File: config.mk
export PLATFORM = sky130hd
export DESIGN_NAME = mem_arbiter
export DESIGN_NICKNAME = d
export VERILOG_FILES = /design/src/rtl/mem_arbiter.sv
export SDC_FILE = /design/constraint.sdc
export NUM_CORES = 1
export LEC_CHECK = 0
export CORE_MARGIN = 8
export CORE_UTILIZATION = 38
export DETAILED_ROUTE_END_ITERATION = 10
export GPL_TIMING_DRIVEN = 1
export PLACE_DENSITY_LB_ADDON = 0.1
export SLEW_MARGIN = 20
export SYNTH_ARGS = -nofsm -noshare
export SYNTH_HDL_FRONTEND = slang
export SYNTH_SLANG_ARGS = --single-unit
File: constraint.sdc
create_clock -name clk -period 2 [get_ports clk]
set_clock_uncertainty 0.15 [all_clocks]
set_input_delay 0.4 -clock clk [delete_from_list [all_inputs] [get_ports clk]]
set_output_delay 0.4 -clock clk [all_outputs]
set_load 0.05 [all_outputs]
File: src/rtl/mem_arbiter.sv
// rtl/mem_arbiter.sv - IF/MEM arbiter for one shared variable-latency memory bus; optional ARB_ROUND_ROBIN_EN
module mem_arbiter #(
   parameter int ADDR_W  = 32,
   parameter int DATA_W  = 32,
   parameter int TIMEOUT = 15
) (
   input  logic              clk,
   input  logic              reset,
   input  logic              if_req,
   input  logic [ADDR_W-1:0] if_addr,
   output logic [DATA_W-1:0] if_rdata,
   output logic              if_ack,
   input  logic              mem_req,
   input  logic              mem_we,
   input  logic [ADDR_W-1:0] mem_addr,
   input  logic [DATA_W-1:0] mem_wdata,
   output logic [DATA_W-1:0] mem_rdata,
   output logic              mem_ack,
   output logic              stall,
   output logic              bus_req,
   output logic              bus_we,
   output logic [ADDR_W-1:0] bus_addr,
   output logic [DATA_W-1:0] bus_wdata,
   input  logic [DATA_W-1:0] bus_rdata,
   input  logic              bus_ready,
   output logic              timeout_err
);

   typedef enum logic [1:0] {IDLE, BUSY_IF, BUSY_MEM} state_t;

   localparam logic [7:0] TIMEOUT_CNT = 8'(TIMEOUT);

   state_t            state, state_n;
   logic [7:0]        cnt, cnt_n;
   logic              bus_req_n, bus_we_n;
   logic [ADDR_W-1:0] bus_addr_n;
   logic [DATA_W-1:0] bus_wdata_n;
   logic              if_ack_n, mem_ack_n;
   logic [DATA_W-1:0] if_rdata_n, mem_rdata_n;
   logic              timeout_err_n;
   logic              if_ok, mem_ok, grant_if, grant_mem;
   logic              complete;
   logic [DATA_W-1:0] cap_data;

`ifdef ARB_ROUND_ROBIN_EN
   // 1 = MEM won the last contended grant, 0 = IF
   logic last_grant, last_grant_n;
`endif

   // A port being acked this cycle still shows req high; mask it so it is not re-granted
   always_comb begin
      if_ok  = if_req & ~if_ack;
      mem_ok = mem_req & ~mem_ack;
`ifdef ARB_ROUND_ROBIN_EN
      grant_mem    = mem_ok & (~if_ok | ~last_grant);
      grant_if     = if_ok & ~grant_mem;
      last_grant_n = last_grant;
      if (state == IDLE && if_ok && mem_ok) begin
         last_grant_n = grant_mem;
      end
`else
      grant_mem = mem_ok;
      grant_if  = if_ok & ~mem_ok;
`endif
   end

   // Next-state, bus register and completion logic
   always_comb begin
      state_n       = state;
      cnt_n         = cnt;
      bus_req_n     = bus_req;
      bus_we_n      = bus_we;
      bus_addr_n    = bus_addr;
      bus_wdata_n   = bus_wdata;
      if_ack_n      = 1'b0;
      mem_ack_n     = 1'b0;
      if_rdata_n    = if_rdata;
      mem_rdata_n   = mem_rdata;
      timeout_err_n = timeout_err;
      complete      = 1'b0;
      cap_data      = '0;

      case (state)
         IDLE: begin
            if (grant_mem) begin
               state_n     = BUSY_MEM;
               bus_req_n   = 1'b1;
               bus_we_n    = mem_we;
               bus_addr_n  = mem_addr;
               bus_wdata_n = mem_wdata;
               cnt_n       = '0;
            end else if (grant_if) begin
               state_n     = BUSY_IF;
               bus_req_n   = 1'b1;
               bus_we_n    = 1'b0;
               bus_addr_n  = if_addr;
               bus_wdata_n = '0;
               cnt_n       = '0;
            end
         end
         BUSY_IF, BUSY_MEM: begin
            if (bus_ready) begin
               complete = 1'b1;
               cap_data = bus_we ? '0 : bus_rdata;
            end else if (cnt == TIMEOUT_CNT) begin
               complete      = 1'b1;
               timeout_err_n = 1'b1;
            end else begin
               cnt_n = cnt + 8'd1;
            end
         end
         default: state_n = IDLE;
      endcase

      if (complete) begin
         state_n   = IDLE;
         bus_req_n = 1'b0;
         bus_we_n  = 1'b0;
         cnt_n     = '0;
         if (state == BUSY_MEM) begin
            mem_ack_n   = 1'b1;
            mem_rdata_n = cap_data;
         end else begin
            if_ack_n   = 1'b1;
            if_rdata_n = cap_data;
         end
      end
   end

   // State and registered outputs; reset discards any in-flight access
   always_ff @(posedge clk) begin
      if (reset) begin
         state       <= IDLE;
         cnt         <= '0;
         bus_req     <= 1'b0;
         bus_we      <= 1'b0;
         bus_addr    <= '0;
         bus_wdata   <= '0;
         if_ack      <= 1'b0;
         mem_ack     <= 1'b0;
         if_rdata    <= '0;
         mem_rdata   <= '0;
         timeout_err <= 1'b0;
      end else begin
         state       <= state_n;
         cnt         <= cnt_n;
         bus_req     <= bus_req_n;
         bus_we      <= bus_we_n;
         bus_addr    <= bus_addr_n;
         bus_wdata   <= bus_wdata_n;
         if_ack      <= if_ack_n;
         mem_ack     <= mem_ack_n;
         if_rdata    <= if_rdata_n;
         mem_rdata   <= mem_rdata_n;
         timeout_err <= timeout_err_n;
      end
   end

`ifdef ARB_ROUND_ROBIN_EN
   // Reset to IF so MEM wins the first contended grant
   always_ff @(posedge clk) begin
      if (reset) begin
         last_grant <= 1'b0;
      end else begin
         last_grant <= last_grant_n;
      end
   end
`endif

   // Stall while any request has not yet been acknowledged
   assign stall = (if_req & ~if_ack) | (mem_req & ~mem_ack);

endmodule

==> run metrics <==
status=finished clean; Worst Hold Depth=2; Max-Cap Viols=0; CP Data Required Time=around 1500 ps; sequential fraction of the synthesis area=0.517; Synth area leader=dfxtp_1; FP Rows=44; fin crit share=0.950; vias in the first global route=roughly 5600; sequential fraction of design power=0.308; worst setup margin=100 ps; clk_lat worst skew=410 ps; max-slew violations=0; hold path startpoint=reset; antenna violations before repair=0; CTS tree=yes; drt pass-1 iters=5; hold path endpoint=bus_wdata[0]; Initial Util=0.385; Fin Hold WS=216 ps; largest net degree at the start of global routing=66; Place WS=-159 ps; Max VDD drop=747 uV; cts hold-fix bufs=0; Final Hold Viols=0; Worst-path clk slew=approximately 60 ps; Clock Power Share=0.223; I/O pin cnt=approximately 270; Iteration-0 DRC Markers=between 400 and 500; Seq cells post-synth=around 140; final worst path period need=approximately 1900 ps; Synth Instances=about 670; DP Wirelength=between 10000 and 15000 um; H-Tree Depth=4; ratio of cells with drive above 1 in the final layout=0.218; FILL cells=1261; Combinational Power Share=0.469; routed len/inst=16.9 um; leakage power=between 3 and 4 nW; DRC violations left=0; Die ar.=about 0.019 mm^2; final setup violation count=0; synth top area cells=dfxtp_1 52%, nand2_1 9.3%, a21oi_1 6.3%; Distinct cells, synth=40; CTS max path bufs=2; flop-to-flop setup slack=120 ps; Ys Warns=0; crit path capture type=primary output; share of the synthesized area in the top cell type=0.517; commonest non-fill, non-tap cell in the layout=buf_4; first-pass GRT wire length=between 20000 and 30000 um; root buffer cell=clkbuf_16; GRT Residual Overflow=0; Reg2Reg Depth=7; vias per inst=5.12; synthesized area=0.00553 mm^2; Slew headroom=0.759; core footprint=about 0.014 mm^2; RSZ-0062 raised after global routing=no; Area Growth Syn to Fin=56.4%; Net Sw Frac=0.436; Int Power=approximately 0.0069 W; Die Span X=137 um; reg2reg start=state[0]; Final #Nets=between 1000 and 1500; startpoint types=primary input; cts bufs inserted=17; Mapped Nets=approximately 800; worst setup path class=primary input to primary output; register area=approximately 0.0029 mm^2; Port Buffers=267; Hold/Removal Path Class=primary input to register; mean area per synthesized cell=just over 8 um^2; Chip Height=between 100 and 150 um; DR vias=between 5000 and 6000; most frequent cells in the layout=153 x buf_4, 142 x dfxtp_1, 137 x nand2_1; P_sw=roughly 0.0053 W; CP arrival=1350 ps; max frequency=between 500 and 600 MHz; ANT nets after route=0; Slew @ Worst Pin=approximately 360 ps; placer congestion estimate=slightly below 0.8; area of the multi-input gates=~0.0024 mm^2; RR Endpoint=mem_rdata[16]; clock tree sinks=around 140; WL final=18900 um; Power per Cell Area=between 1000 and 1500 mW/mm^2; gr usage total=0.196; crit-path max FO=3
[how the worst max path moves through the flow]
| stage | start | to | slack [ps] | cells past startpoint |
|---|---|---|---|---|
| after floorplan | mem_ack | stall | 130 | 3 |
| after global placement | if_req | cnt[3] | -130 | 5 |
| after detailed placement | if_req | cnt[3] | -160 | 5 |
| after CTS | mem_ack | stall | 50 | 3 |
| after global routing | state[1] | mem_rdata[2] | 30 | 7 |
| final | if_req | stall | 100 | 4 |
[what timing repair did]
item,4_1_cts,5_1_grt
setup buffers,0,0
gates resized for setup,1,11
hold endpoints to repair,0,0
endpoints found under the setup margin,2,24
pin swaps,0,1
[critical path, cell delays in order]
cell,delay (ps)
clkdlybuf4s50_1,480
nand2b_1,130
nand2_1,120
buf_4,210
[cells in the mapped netlist (all sizes together)]
cell type / count
or4: 1
o211ai: 2
a41oi: 1
a21oi: 71
or3: 1
or2: 1
and3: 2
and2: 1
a22oi: 33
inv: 7
o21ai: 69
dfxtp: 143
nand3b: 2
a31oi: 5
nand2: 137
o31ai: 1
ha: 3
nor2b: 2
nand4b: 1
a311oi: 33
nand4: 3
nor3: 7
nand2b: 3
clkbuf: 29
mux2i: 1
nor2: 72
a211oi: 1
nor4b: 1
nand3: 5
buf: 28
[metrics by stage]
stage           util  instances  total power (W)  setup TNS (ps)  cell area, um^2
3_5_place_dp   0.565       1086          0.00956           -2380             8120
4_1_cts        0.601       1114           0.0124               0             8640
2_1_floorplan      -        666          0.00760               0             5530
3_3_place_gp   0.565       1086          0.00945            -429             8120
6_report       0.602       1115           0.0123               0             8650
5_1_grt        0.602       1114           0.0129               0             8650
[logic make-up after synthesis]
family,Yosys count,synth area share
AO/OA/AOI/OAI,216,0.240
multiplexers,1,0.00181
flip-flops,143,0.517
buffers and inverters,64,0.0556
AND/OR/NAND/NOR,239,0.179
adder cells (fa/ha/maj),3,0.00678
[sequential cells by signal, summed over array words and instances, names as in the netlist]
name         flops
bus_wdata       32
bus_addr        32
if_rdata        32
mem_rdata       32
bus_req          1
cnt              8
state            2
if_ack           1
timeout_err      1
bus_we           1
mem_ack          1
[cell type report]
class                   instances  area share
flip-flops and latches        143       0.331
repair buffers                293       0.303
multi-input cells             459       0.278
clock buffers                  21      0.0532
well taps                     184      0.0266
clock inverters                 7     0.00492
inverters                       7     0.00304
diodes                          1    0.000289
[routing by layer]
| layer | GRT usage | part of all wire |
|---|---|---|
| met4 | 0.0641 | 0.012 |
| met5 | 0 | 0 |
| met1 | 0.233 | 0.41 |
| met3 | 0.0734 | 0.10 |
| met2 | 0.318 | 0.48 |
[power by group through the flow]
stage	Clock (W)	Sequential (W)	Combinational (W)
2_1_floorplan	0	0.00575	0.00185
3_3_place_gp	0	0.00380	0.00565
3_5_place_dp	0	0.00383	0.00573
4_1_cts	0.00281	0.00378	0.00577
5_1_grt	0.00293	0.00385	0.00613
6_report	0.00273	0.00378	0.00576
(Power assumes the default switching activity.)
